--- src/rtl/pip_mem_rv32.sv ---
`default_nettype none
// ============================================================================
// pip_mem_rv32 : RV32I memory stage (req/ack data bus, lane steering, load
// extension). Optional macro MEM_MISALIGN_TRAP_EN.            Rev 1.0
// ============================================================================
module pip_mem_rv32 #(
  parameter int TIMEOUT_CYC = 16
) (
  input  logic        iCLK,
  input  logic        iRST,
  input  logic        iVALID,
  input  logic        iMEM,
  input  logic        iRW,
  input  logic        iILLEGAL,
  input  logic [31:0] iMEMADDR,
  input  logic [31:0] iMEMDATA,
  input  logic [31:0] iDregDATA,
  input  logic [4:0]  iDregADDR,
  input  logic [4:0]  iDecodedOP,
  output logic        oSTALL,
  output logic        oBUSREQ,
  output logic        oBUSWE,
  output logic [29:0] oBUSADDR,
  output logic [3:0]  oBUSBE,
  output logic [31:0] oBUSWDATA,
  input  logic        iBUSACK,
  input  logic [31:0] iBUSRDATA,
  output logic        oRETIRE,
  output logic        oWBEN,
  output logic [4:0]  oDregADDR,
  output logic [31:0] oDregDATA,
  output logic [1:0]  oEXC
);

  localparam int         c_CNT_W    = (TIMEOUT_CYC < 2) ? 1 : $clog2(TIMEOUT_CYC + 1);
  localparam logic [1:0] c_EXC_NONE = 2'b00;
  localparam logic [1:0] c_EXC_MIS  = 2'b01;
  localparam logic [1:0] c_EXC_TMO  = 2'b10;
  localparam logic [1:0] c_EXC_ILL  = 2'b11;

  typedef enum logic [0:0] {
    S_IDLE = 1'b0,
    S_WAIT = 1'b1
  } state_t;

  state_t               r_state, w_state_nxt;
  logic [c_CNT_W-1:0]   r_cnt, w_cnt_nxt, w_cnt_inc;
  logic [4:0]           r_op, w_op_nxt;
  logic [1:0]           r_lo, w_lo_nxt;
  logic                 r_rw, w_rw_nxt;
  logic [4:0]           r_rd, w_rd_nxt;
  logic                 r_busreq, w_busreq_nxt;
  logic                 r_buswe, w_buswe_nxt;
  logic [29:0]          r_busaddr, w_busaddr_nxt;
  logic [3:0]           r_busbe, w_busbe_nxt;
  logic [31:0]          r_buswdata, w_buswdata_nxt;
  logic                 r_retire, w_retire_nxt;
  logic                 r_wben, w_wben_nxt;
  logic [1:0]           r_exc, w_exc_nxt;
  logic [4:0]           r_daddr, w_daddr_nxt;
  logic [31:0]          r_ddata, w_ddata_nxt;

  logic                 w_is_b, w_is_h, w_is_w;
  logic                 w_op_bad, w_illegal, w_trap, w_tmo;
  logic [1:0]           w_lo;
  logic [3:0]           w_be;
  logic [31:0]          w_wdata;
  logic [7:0]           w_ld_byte;
  logic [15:0]          w_ld_half;
  logic [31:0]          w_ld_data;

  // Width decode of the incoming op; stores may only name B/H/W.
  assign w_is_b    = iDecodedOP[0] | iDecodedOP[3];
  assign w_is_h    = iDecodedOP[1] | iDecodedOP[4];
  assign w_is_w    = iDecodedOP[2];
  assign w_op_bad  = !$onehot(iDecodedOP) || (!iRW && (iDecodedOP[4:3] != 2'b00));
  assign w_illegal = iILLEGAL | (iMEM & w_op_bad);

`ifdef MEM_MISALIGN_TRAP_EN
  logic w_misal;
  assign w_misal = (w_is_h & iMEMADDR[0]) | (w_is_w & (iMEMADDR[1:0] != 2'b00));
  assign w_trap  = w_misal;
`else
  assign w_trap  = 1'b0;
`endif

  // Low address bits after forcing natural alignment for the access width.
  always_comb begin
    w_lo = iMEMADDR[1:0];
    if (w_is_w)      w_lo = 2'b00;
    else if (w_is_h) w_lo = {iMEMADDR[1], 1'b0};
  end

  always_comb begin
    w_be    = 4'b0001 << w_lo;
    w_wdata = {4{iMEMDATA[7:0]}};
    if (w_is_w) begin
      w_be    = 4'b1111;
      w_wdata = iMEMDATA;
    end else if (w_is_h) begin
      w_be    = w_lo[1] ? 4'b1100 : 4'b0011;
      w_wdata = {2{iMEMDATA[15:0]}};
    end else if (!w_is_b) begin
      w_be    = 4'b0000;
    end
  end

  assign w_ld_byte = iBUSRDATA[{r_lo, 3'b000} +: 8];
  assign w_ld_half = r_lo[1] ? iBUSRDATA[31:16] : iBUSRDATA[15:0];

  always_comb begin
    w_ld_data = iBUSRDATA;
    if (r_op[0])      w_ld_data = {{24{w_ld_byte[7]}}, w_ld_byte};
    else if (r_op[3]) w_ld_data = {24'd0, w_ld_byte};
    else if (r_op[1]) w_ld_data = {{16{w_ld_half[15]}}, w_ld_half};
    else if (r_op[4]) w_ld_data = {16'd0, w_ld_half};
  end

  assign w_cnt_inc = r_cnt + 1'b1;
  assign w_tmo     = (TIMEOUT_CYC != 0) && (w_cnt_inc == c_CNT_W'(TIMEOUT_CYC));

  always_comb begin
    w_state_nxt    = r_state;
    w_cnt_nxt      = r_cnt;
    w_op_nxt       = r_op;
    w_lo_nxt       = r_lo;
    w_rw_nxt       = r_rw;
    w_rd_nxt       = r_rd;
    w_busreq_nxt   = r_busreq;
    w_buswe_nxt    = r_buswe;
    w_busaddr_nxt  = r_busaddr;
    w_busbe_nxt    = r_busbe;
    w_buswdata_nxt = r_buswdata;
    w_retire_nxt   = 1'b0;
    w_wben_nxt     = 1'b0;
    w_exc_nxt      = c_EXC_NONE;
    w_daddr_nxt    = r_daddr;
    w_ddata_nxt    = r_ddata;
    case (r_state)
      S_IDLE: begin
        if (iVALID) begin
          w_daddr_nxt = iDregADDR;
          if (w_illegal) begin
            w_retire_nxt = 1'b1;
            w_exc_nxt    = c_EXC_ILL;
          end else if (!iMEM) begin
            w_retire_nxt = 1'b1;
            w_wben_nxt   = (iDregADDR != 5'd0);
            w_ddata_nxt  = iDregDATA;
          end else if (w_trap) begin
            w_retire_nxt = 1'b1;
            w_exc_nxt    = c_EXC_MIS;
          end else begin
            w_state_nxt    = S_WAIT;
            w_cnt_nxt      = '0;
            w_op_nxt       = iDecodedOP;
            w_lo_nxt       = w_lo;
            w_rw_nxt       = iRW;
            w_rd_nxt       = iDregADDR;
            w_busreq_nxt   = 1'b1;
            w_buswe_nxt    = !iRW;
            w_busaddr_nxt  = iMEMADDR[31:2];
            w_busbe_nxt    = w_be;
            w_buswdata_nxt = w_wdata;
          end
        end
      end
      S_WAIT: begin
        // Ack is checked first so it wins over a coincident timeout.
        if (iBUSACK || w_tmo) begin
          w_state_nxt  = S_IDLE;
          w_busreq_nxt = 1'b0;
          w_buswe_nxt  = 1'b0;
          w_busbe_nxt  = 4'b0000;
          w_retire_nxt = 1'b1;
          w_daddr_nxt  = r_rd;
          if (iBUSACK) begin
            w_wben_nxt = r_rw && (r_rd != 5'd0);
            if (r_rw) w_ddata_nxt = w_ld_data;
          end else begin
            w_exc_nxt  = c_EXC_TMO;
          end
        end else begin
          w_cnt_nxt = w_cnt_inc;
        end
      end
      default: w_state_nxt = S_IDLE;
    endcase
  end

  always_ff @(posedge iCLK) begin
    if (iRST) begin
      r_state    <= S_IDLE;
      r_cnt      <= '0;
      r_op       <= '0;
      r_lo       <= '0;
      r_rw       <= 1'b0;
      r_rd       <= '0;
      r_busreq   <= 1'b0;
      r_buswe    <= 1'b0;
      r_busaddr  <= '0;
      r_busbe    <= '0;
      r_buswdata <= '0;
      r_retire   <= 1'b0;
      r_wben     <= 1'b0;
      r_exc      <= '0;
      r_daddr    <= '0;
      r_ddata    <= '0;
    end else begin
      r_state    <= w_state_nxt;
      r_cnt      <= w_cnt_nxt;
      r_op       <= w_op_nxt;
      r_lo       <= w_lo_nxt;
      r_rw       <= w_rw_nxt;
      r_rd       <= w_rd_nxt;
      r_busreq   <= w_busreq_nxt;
      r_buswe    <= w_buswe_nxt;
      r_busaddr  <= w_busaddr_nxt;
      r_busbe    <= w_busbe_nxt;
      r_buswdata <= w_buswdata_nxt;
      r_retire   <= w_retire_nxt;
      r_wben     <= w_wben_nxt;
      r_exc      <= w_exc_nxt;
      r_daddr    <= w_daddr_nxt;
      r_ddata    <= w_ddata_nxt;
    end
  end

  assign oSTALL    = (r_state == S_WAIT);
  assign oBUSREQ   = r_busreq;
  assign oBUSWE    = r_buswe;
  assign oBUSADDR  = r_busaddr;
  assign oBUSBE    = r_busbe;
  assign oBUSWDATA = r_buswdata;
  assign oRETIRE   = r_retire;
  assign oWBEN     = r_wben;
  assign oDregADDR = r_daddr;
  assign oDregDATA = r_ddata;
  assign oEXC      = r_exc;

endmodule
`default_nettype wire
--- config.mk ---
export PLATFORM = sky130hd
export DESIGN_NAME = pip_mem_rv32
export DESIGN_NICKNAME = d
export VERILOG_FILES = /design/src/rtl/pip_mem_rv32.sv
export SDC_FILE = /design/constraint.sdc
export NUM_CORES = 1
export LEC_CHECK = 0
export CORE_UTILIZATION = 35
export DETAILED_ROUTE_END_ITERATION = 7
export GPL_TIMING_DRIVEN = 0
export PLACE_DENSITY_LB_ADDON = 0.25
export SKIP_CTS_REPAIR_TIMING = 1
export SLEW_MARGIN = 20
export SYNTH_ARGS = -nofsm -noshare
export SYNTH_HDL_FRONTEND = slang
export SYNTH_SLANG_ARGS = --single-unit
--- constraint.sdc ---
create_clock -name iCLK -period 3.55 [get_ports iCLK]
set_input_delay 0.355 -clock iCLK [delete_from_list [all_inputs] [get_ports iCLK]]
set_output_delay 0.355 -clock iCLK [all_outputs]
set_load 0.05 [all_outputs]
Word-level counts from Yosys, hierarchy flattened:

Cells that the tools add are included.

* register bits: 128
* input bits: 145
* word-level logic and storage cells: 116

* add/subtract/negate cells: 5
* equality and inequality tests: 10
* shift-type cells: 2
* multiplexer cells: 63
* bitwise operators: 6
* reductions and logical operators: 14

Operator list (number)
* 32-bit two-way mux: 12
* 32-bit case mux with 2 select lines: 1
* 4-bit two-way mux: 8
* 32-bit by 6-bit variable part select with 8-bit output: 1
* 5-bit two-way mux: 6
* 1-bit two-way mux: 21
* 5-bit case mux with 2 select lines: 2
* 16-bit two-way mux: 1
* 2-bit inequality test (second input constant): 6
* 4-bit AND reduction: 3
* 2-bit two-way mux: 5
* 1-bit case mux with 2 select lines: 5
* 5-bit nonzero test: 2
* 4-bit case mux with 2 select lines: 1
* 6-bit AND reduction: 1
* 5-bit by 1-bit adder with 5-bit output (second input constant): 1
* 5-bit == test (second input constant): 1
* 1-bit by 1-bit adder with 2-bit output: 2
* 2-bit by 1-bit inequality test with 1-bit output (second input constant): 2
* 2-bit case mux with 2 select lines: 1
* 1-bit by 2-bit left shift with 4-bit output (first input constant): 1
* 2-bit by 2-bit adder with 3-bit output: 1
* 3-bit by 1-bit adder with 3-bit output: 1
* 3-bit by 1-bit == test with 1-bit output (second input constant): 1
* 8 further kinds: 14

Logic depth before layout (Yosys ltp):

Gate-level depths: netlist (run 1).

* depth in word-level cells: 11
* mapped depth: 13

Worst setup path before layout (run 1):

OpenSTA, ideal clock, no wires.

* path kind: in2reg
* from: in iDecodedOP[1]
* to: reg r_op[1]
* setup time: 0.070 ns
* arrival time: 2.896 ns
* required time: 3.480 ns
* slack: 0.583 ns
* cell stages on the path: 13
* path through: clkbuf_1 -> inv_1 -> fa_1 -> inv_1 -> fa_1 -> ha_1 -> nor3b_2 -> nand2_1 -> nor3_2 -> buf_2 -> buf_4 -> nand2_1 -> a21oi_1

* word-level cells in the longest chain between the ends: 10

RTL lines
* start: declaration: RTL line 19 `input logic [4:0] iDecodedOP,`
* 1-bit by 1-bit adder with 2-bit output (not written as such): RTL line 76 `assign w_op_bad = !$onehot(iDecodedOP) || (!iRW && (iDecodedOP[4:3] != 2'b00));`
* 2-bit by 2-bit adder with 3-bit output (not written as such): RTL line 76
* 3-bit by 1-bit adder with 3-bit output (not written as such): RTL line 76
* 3-bit by 1-bit == test with 1-bit output: RTL line 76
* 1-bit zero test: RTL line 76
* 1-bit logical OR: RTL line 76
* 1-bit bitwise AND: RTL line 77 `assign w_illegal = iILLEGAL | (iMEM & w_op_bad);`
* 1-bit bitwise OR: RTL line 77
* 1-bit inverter (no line)
* 4-bit AND reduction (no line)
* end signal: assignment: RTL line 212 `r_op <= w_op_nxt;`
* end: declaration: RTL line 48 `logic [4:0] r_op, w_op_nxt;`

Parallel ways exist; a longest one is shown, timed or not.
A chain may end at the register's enable or synchronous reset.

Worst setup path after layout (run 1):

* from: in iDecodedOP[0]
* to: reg r_op[1]

* word-level cells in the longest chain between the ends: 10

RTL lines (RTL line)
* 1-bit by 1-bit adder with 2-bit output (not written as such): 76
* 2-bit by 2-bit adder with 3-bit output (not written as such): 76
* 3-bit by 1-bit adder with 3-bit output (not written as such): 76
* 3-bit by 1-bit == test with 1-bit output: 76
* 1-bit zero test: 76
* 1-bit logical OR: 76
* 1-bit bitwise AND: 77
* 1-bit bitwise OR: 77
* 1-bit inverter (no line)
* 4-bit AND reduction (no line)

Every way passes these cells.

==> impl_metrics.tcl, run 1 <==
set metrics [dict create \
    core_um2 16640 \
    synth_edf_count 0 \
    portBuffers 253 \
    synth_area_um2 6000 \
    track_usage_pct 24.56 \
    place_area_um2 8807 \
    synth_top_area_share_pct 42.38 \
    grt_pass1_wl_mm 33.31 \
    final_cells 1244 \
    syn_avg_cell_area_um2 8.096 \
    htreeDepth 4 \
    antenna_found_initial 0 \
    fin_ws_ps 301.0 \
    skew_ps 8.040 \
    multi_input_area_um2 3087 \
    crit_path_end_kind "register" \
    regArea_um2 2542 \
    p_per_area_nw_per_um2 395.6 \
    netlist_top_cells_area "dfxtp_1 42%, nand2_1 11%, a21oi_1 9.8%" \
    leakage_nw 3.340 \
    grt_pass1_vias 6124 \
    start_util_pct 36.05 \
    setup_viol 0 \
    path_class "input pin to register" \
    max_stage_delay_ps 530 \
    required_ps 3880 \
    cp_max_fo 10 \
    vias_per_cell 5.212 \
    finalCritPeriodShare_pct 91.52 \
    dp.cells 1214 \
    tns_ps 0 \
    drv_slew 0 \
    path_cells "clkdlybuf4s50_1, inv_1, fa_1, inv_1, fa_1, ha_1, nor3b_2, nand2_1, nor3_2, buf_2, buf_4, nand2_1, a21oi_1" \
    dieArea_um2 17670 \
    synth.net_count 890 \
    insertion_delay_ps 410 \
    maxCapViolations 0 \
    place_ws_ps -506.0 \
    postRouteAntennaNets 0 \
    tritoncts "yes" \
    num_vias 6484 \
    yosysMostFrequentCell "nand2_1" \
    synth_top_area_cell "dfxtp_1" \
    drive_above_1_share_pct 8.496 \
    hpwl_mm 16.71 \
    fillCellCount 1615 \
    fin_nets 1161 \
    ioPinCount 255 \
    worstHoldPathType "register to register" \
    drc_errors 0 \
    ys_seq_area_share_pct 42.38 \
    die_y_um 132.9 \
    ys_warn_count 0 \
    rsz0062_at_grt "no" \
    critPathTopFamily "buffers and inverters" \
    yosys-top-cells-count "179 x nand2_1, 127 x dfxtp_1, 118 x a21oi_1" \
    final_hold_viol_count 0 \
    max_freq_mhz 307.8 \
    final_area_um2 9358 \
    finalCriticalPeriod_ps 3249 \
    first_pass_iters 5 \
    slowest_stage "clkdlybuf4s50_1" \
    status "finished, final reports clean" \
    drtIter0Drc 337 \
    cts.reportedPaths.clkPinSlew_ps 50 \
    syn_inst 741 \
    die_x_um 132.9 \
    cp-start-kind "input pin" \
    async_flop_share_pct 0 \
    finalWirelength_mm 21.72 \
    whs_path_depth 2 \
    worst_slew_pin_slew_ps 680.8 \
    clockBufferDepth 2 \
    synth_top_flop_cell "dfxtp_1" \
    crit_buf_inv 5 \
    area.growth.synth_to_final_pct 55.97 \
    peakVddDrop_mv 0.3204 \
    ys_types 52 \
    clock_sinks 127 \
    antenna_cells 0 \
    power_mw 3.702 \
    cts_buffers 17 \
    grt_max_degree 17 \
    cp.depth 13 \
    post_drt_wl_per_cell_um 17.46 \
    num_rows 47 \
    grt.overflow.total 0 \
    place_congestion 0.8891 \
    ys_ff_latch 127 \
    rr_worst_depth 5 \
    worst_ep_arrival_time_ps 3580 \
    slew_headroom_pct 54.61 \
    root_buffer "clkbuf_16" \
]
per-layer routing:
metal,track usage (%),vias to the layer above,part of all wire (%)
met5,0,-,0
met1,29.14,3006,40
li1,-,3148,-
met3,6.973,42,8.9
met4,8.621,0,2.4
met2,42.15,288,48
cell families after synthesis:
family          synth area share, %
compound gates                23.50
fa+ha+maj                     1.084
buf+inv                       6.173
flops                         42.38
mux                           6.694
simple gates                  20.17
final timing paths:
| path | to | slack, ps | start |
|---|---|---|---|
| setup / recovery | r_op[1] | 300 | iDecodedOP[0] |
| hold / removal | oDregDATA[14] | 440 | oDregDATA[14] |
| setup reg to reg | oDregDATA[14] | 1490 | oSTALL |
| hold reg to reg | oDregDATA[14] | 440 | oDregDATA[14] |
worst reg2reg max path, stage by stage, from the launching register on:
cell and delay [ps]:
dfxtp_1 350, nor4b_2 590, nor2_2 220, nor2_1 450
o221ai_1 270, nand2_1 110
cell usage in the layout, fill, tap and decap left out, types with 3 or more instances in the layout:
master / count
clkdlybuf4s50_1: 252
nand2_1: 179
dfxtp_1: 127
a21oi_1: 118
nor2_1: 46
a211oi_1: 29
clkbuf_1: 24
o221ai_1: 24
buf_2: 23
mux2i_1: 21
nor2b_1: 18
nor3_1: 17
clkbuf_16: 17
o21ai_0: 16
inv_1: 11
o21a_1: 10
buf_4: 8
mux4_2: 8
o211ai_1: 8
buf_6: 5
nand3_1: 4
o32ai_1: 4
clkinvlp_4: 4
nand2b_1: 3
clkbuf_8: 3
final cells by class:
type                    count  area share (%)
well taps                 220           2.942
clock buffers              21           5.027
multi-input cells         541           32.99
flip-flops and latches    127           27.17
clock inverters            10          0.8691
repair buffers            253           27.09
plain buffers              61           3.476
inverters                  11          0.4412
flip-flops by register name, summed over array words and instances, names as in the netlist, 2 cells and up:
signal,count
r_rd,5
oBUSADDR,30
r_cnt,5
r_op,4
oDregDATA,32
oBUSBE,4
oBUSWDATA,32
r_lo,2
oEXC,2
oDregADDR,5
metrics by stage:
step | hold slack (ps) | util (%)
floorplan | 431.6 | -
detailed placement | 432.9 | 52.92
global route | 455.3 | 56.23
global placement | 426.8 | 52.92
CTS | 439.3 | 56.24
finish | 437.9 | 56.23
report_power, final:
part	internal, mW	switching, mW
registers	1.46	0.0176
logic	0.278	0.329
clock network	0.954	0.663
total	2.69	1.01
(Power assumes the default switching activity.)
==> run 2, diff against run 1 <==
CORE_ASPECT_RATIO = 0.75   (was unset)
==> run 2 against run 1 <==
Net effect:
- critical path depth rose by 1
- via count decreased by 0.82%
- final cell count down 0.24%
- core utilization down 0.27 points
- highest routed layer unchanged
==> impl_metrics.tcl, run 2 (synthesized netlist as in run 1, its figures left out) <==
set metrics [dict create \
    final_area_um2 9387 \
    leakage_nw 3.350 \
    finalWirelength_mm 21.91 \
    max_stage_delay_ps 500 \
    finalCriticalPeriod_ps 3331 \
    clockBufferDepth 2 \
    final_common_cell "clkdlybuf4s50_1" \
    grt-busiest-layer "met2" \
    core_um2 16770 \
    die_y_um 115.4 \
    postRouteAntennaNets 0 \
    antenna_cells 0 \
    crit_path_end_kind "register" \
    rr_worst_depth 5 \
    vias_per_cell 5.182 \
    timing.rr.end "oDregDATA[13]" \
    hpwl_mm 16.58 \
    final_cells 1241 \
    place_area_um2 8801 \
    use_met3_pct 8.179 \
    worstHoldPathType "register to register" \
    cts_buffers 17 \
    drv_slew 0 \
    peakVddDrop_mv 0.3006 \
    ioPinCount 255 \
    r2r-start "oSTALL" \
    antenna_found_initial 0 \
    drtIter0Drc 316 \
    power_mw 3.817 \
    finalCritPeriodShare_pct 93.83 \
    insertion_delay_ps 420 \
    num_vias 6431 \
    first_pass_iters 5 \
    post_drt_wl_per_cell_um 17.65 \
    area.growth.synth_to_final_pct 56.45 \
    grt_pass1_vias 6146 \
    setup_viol 0 \
    grt.overflow.total 0 \
    critPathTopFamily "buffers and inverters" \
    num_rows 41 \
    grt_max_degree 17 \
    mostFrequentLayoutCells "253 x clkdlybuf4s50_1, 179 x nand2_1, 127 x dfxtp_1, 118 x a21oi_1, 46 x nor2_1" \
    min_to "oDregDATA[8]" \
    crit_buf_inv 6 \
    slowest_stage "clkdlybuf4s50_1" \
    portBuffers 253 \
    dieArea_um2 17670 \
    whs_path_depth 2 \
    r2r_setup_slack_ps 1680 \
    fin_nets 1162 \
    path_class "input pin to register" \
    place_congestion 0.8913 \
    drc_errors 0 \
    drive_above_1_share_pct 8.674 \
    max_freq_mhz 300.2 \
    start_util_pct 35.76 \
    slew_headroom_pct 52.61 \
    status "finished, final reports clean" \
    required_ps 3900 \
    die_x_um 153.2 \
    final_hold_viol_count 0 \
    track_usage_pct 24.94 \
    skew_ps 10.35 \
    cts.reportedPaths.clkPinSlew_ps 60 \
    p_per_area_nw_per_um2 406.7 \
    cp_max_fo 10 \
    use_met1_pct 32.00 \
    hold_start "oDregDATA[8]" \
    worst_ep_arrival_time_ps 3680 \
    cp-start-kind "input pin" \
    grtUsageMet2_pct 40.61 \
    clock_sinks 127 \
    worst_slew_pin_slew_ps 710.8 \
    tritoncts "yes" \
    dp.cells 1209 \
    htreeDepth 4 \
    grt_pass1_wl_mm 33.87 \
    path_cells "clkdlybuf4s50_1, clkbuf_4, inv_1, fa_1, inv_1, fa_1, ha_1, nor3b_2, nand2_1, nor3_2, clkbuf_4, buf_4, nand2_1, a21oi_1" \
    root_buffer "clkbuf_16" \
    maxCapViolations 0 \
]
==> run 2: worst register-to-register path, cell delays in order, from the launching register on <==
cell	delay (ps)
dfxtp_1	350
nor4b_2	520
nor2_2	210
nor2_1	400
o221ai_1	220
nand2_1	100
==> run 2: metal layers <==
| metal | wire length [um] | vias up |
|---|---|---|
| met4 | 209 | 0 |
| li1 | - | 3154 |
| met2 | 9928 | 273 |
| met1 | 9615 | 2985 |
| met5 | 0 | - |
| met3 | 2156 | 19 |
==> run 2: layout make-up <==
type | count | area, um^2
plain buffers | 62 | 335.3
clock buffers | 20 | 456.7
clock inverters | 12 | 122.6
fillers | 1576 | 7388
inverters | 11 | 41.29
multi-input cells | 541 | 3087
flip-flops and latches | 127 | 2542
well taps | 215 | 269.0
repair buffers | 253 | 2532
==> run 2: power by group <==
part / total (mW) / switching (mW) / internal (mW)
clock network: 1.73 / 0.709 / 1.02
logic: 0.612 / 0.332 / 0.280
registers: 1.48 / 0.0188 / 1.46
==> run 2: worst max path at each step <==
stage | from | end | slack (ps) | cells past startpoint
after global routing | iDecodedOP[1] | oBUSADDR[26] | -2 | 14
after CTS | iDecodedOP[1] | oBUSADDR[2] | -90 | 14
final | iDecodedOP[1] | oBUSADDR[2] | 220 | 14
after floorplan | iDecodedOP[1] | r_op[1] | 580 | 13
after detailed placement | iDecodedOP[1] | oBUSADDR[2] | -530 | 14
after global placement | iDecodedOP[1] | oBUSWDATA[6] | -420 | 14
==> run 2: metrics by stage <==
step / setup slack [ps] / utilization (%) / hold slack (ps) / TNS (ps)
after global routing: -1.507 / 55.96 / 459.9 / -1.507
after global placement: -422.7 / 52.47 / 426.4 / -27100
after floorplan: 583.2 / - / 431.6 / 0
after detailed placement: -527.3 / 52.47 / 439.8 / -34120
final: 219.0 / 55.96 / 446.5 / 0
after CTS: -87.72 / 55.92 / 445.1 / -2314
==> run 3, diff against run 2 <==
PLACE_DENSITY = 0.68   (was unset)
PLACE_DENSITY_LB_ADDON = unset   (was 0.25)
==> run 3 against run 2 <==
Net effect:
- die area unchanged
- count of clock-buffer cells in the layout is 1 lower
- cell area rose by 0.43%
- register-to-register slack got worse by 140 ps
- sequential share of layout area decreased by 0.12 points
- largest power group unchanged
- clock skew decreased by 0.88 ps
- critical path type unchanged
- setup slack gained 160 ps
- critical path depth fell by 1
==> impl_metrics.tcl, run 3 (synthesized netlist as in run 1, its figures left out) <==
set metrics [dict create \
    crit_path_end_kind "register" \
    worst_slew_pin_slew_ps 708.5 \
    final_cells 1239 \
    p_per_area_nw_per_um2 421.2 \
    root_buffer "clkbuf_16" \
    drv_slew 0 \
    dp.cells 1209 \
    ioPinCount 255 \
    cp-start-kind "input pin" \
    dr_wl_met3_mm 2.122 \
    antenna_found_initial 0 \
    met2WireLength_mm 10.21 \
    skew_ps 9.461 \
    switchingPower_mw 1.034 \
    dieArea_um2 17670 \
    finalWirelength_mm 23.00 \
    clock_sinks 127 \
    clockBufferDepth 2 \
    tritoncts "yes" \
    r2r_setup_slack_ps 1540 \
    finalCriticalPeriod_ps 3175 \
    slew_headroom_pct 52.77 \
    status "finished, final reports clean" \
    antenna_cells 0 \
    tns_ps 0 \
    swShare_pct 26.04 \
    worst_ep_arrival_time_ps 3510 \
    post_drt_wl_per_cell_um 18.56 \
    mostFrequentLayoutCells "252 x clkdlybuf4s50_1, 179 x nand2_1, 127 x dfxtp_1, 118 x a21oi_1, 46 x nor2_1" \
    max_freq_mhz 315.0 \
    final_common_cell "clkdlybuf4s50_1" \
    vias_per_cell 5.233 \
    grt_pass1_wl_mm 34.23 \
    dr.max_layer_used "met4" \
    core_um2 16770 \
    die_y_um 115.4 \
    grt_pass1_vias 6121 \
    portBuffers 253 \
    internal-power_mw 2.936 \
    htreeDepth 4 \
    setup_viol 0 \
    place_congestion 0.8978 \
    rr_worst_depth 5 \
    cts_buffers 17 \
    seqPwrFrac_pct 37.3 \
    start_util_pct 35.76 \
    peakVddDrop_mv 0.2976 \
    path_class "input pin to register" \
    insertion_delay_ps 420 \
    worstHoldPathType "input pin to register" \
    maxCapViolations 0 \
    cts.reportedPaths.clkPinSlew_ps 60 \
    wl_met1_mm 10.35 \
    final_hold_viol_count 0 \
    num_vias 6484 \
    finish.utilization_pct 56.19 \
    required_ps 3890 \
    postRouteAntennaNets 0 \
    grt.overflow.total 0 \
    whs_path_depth 3 \
    cp_max_fo 10 \
    first_pass_iters 5 \
    leakage_nw 3.380 \
    drive_above_1_share_pct 8.496 \
    power_frac_comb_pct 15.4 \
    fin_nets 1161 \
    drc_errors 0 \
    grt_max_degree 17 \
    rsz0062_at_grt "no" \
    track_usage_pct 25.67 \
    clkPwrFrac_pct 47.3 \
    die_x_um 153.2 \
    drtIter0Drc 330 \
    finalCritPeriodShare_pct 89.44 \
    hpwl_mm 17.40 \
    num_rows 41 \
    area.growth.synth_to_final_pct 57.12 \
]
## run 3: cell count changes in the layout (fill, tap and decap cells not counted)
cell / before / now
clkinv_4: 1 / 2
clkinvlp_4: 3 / 2
clkbuf_8: 2 / 1
clkinv_2: 0 / 1
dlymetal6s2s_1: 0 / 1
buf_2: 22 / 23
bufinv_16: 1 / 4
clkbuf_4: 2 / 0
inv_6: 7 / 3
clkdlybuf4s50_1: 253 / 252
## run 3: power groups by stage
| stage | registers [mW] | clock network, mW | logic [mW] |
|---|---|---|---|
| after global placement | 1.51 | 0 | 0.606 |
| after CTS | 1.48 | 1.90 | 0.611 |
| after global routing | 1.48 | 1.98 | 0.648 |
| final | 1.48 | 1.88 | 0.611 |
| after floorplan | 1.62 | 0 | 0.181 |
| after detailed placement | 1.51 | 0 | 0.607 |
## run 3: cell type report
type,instances,area (um^2)
fillers,1590,7348
flip-flops and latches,127,2542
well taps,215,269.0
inverters,11,41.29
repair buffers,253,2535
clock buffers,19,442.9
multi-input cells,541,3087
clock inverters,12,183.9
plain buffers,61,325.3
## run 3: path summary, 6_finish.rpt
kind,start,endpoint
max,iDecodedOP[0],oBUSADDR[24]
min,iDecodedOP[1],r_op[1]
max reg2reg,oSTALL,oDregDATA[9]
min reg2reg,oDregDATA[13],oDregDATA[13]
## run 3: critical path, cell delays in order
cell,delay [ps]
clkdlybuf4s50_1,540
inv_1,80
fa_1,530
inv_1,50
fa_1,350
ha_1,290
nor3b_2,210
nand2_1,120
nor3_2,240
buf_2,300
buf_4,240
nand2_1,70
a21oi_1,130
## run 3: routing by layer
metal	vias up	global-route usage [%]
li1	3138	-
met1	3027	33.11
met2	294	40.70
met3	25	8.519
met4	0	8.081
met5	-	0
## run 3: through the flow
stage / power (mW) / setup WS (ps) / hold slack, ps / instance area [um^2]
after floorplan: 1.804 / 583.2 / 431.6 / 6000
after global placement: 2.116 / -398.8 / 426.1 / 8801
after detailed placement: 2.118 / -418.7 / 431.6 / 8801
after CTS: 3.993 / -1.630 / 440.2 / 9428
after global routing: 4.108 / 152.8 / 460.2 / 9427
final: 3.970 / 375.0 / 434.8 / 9427
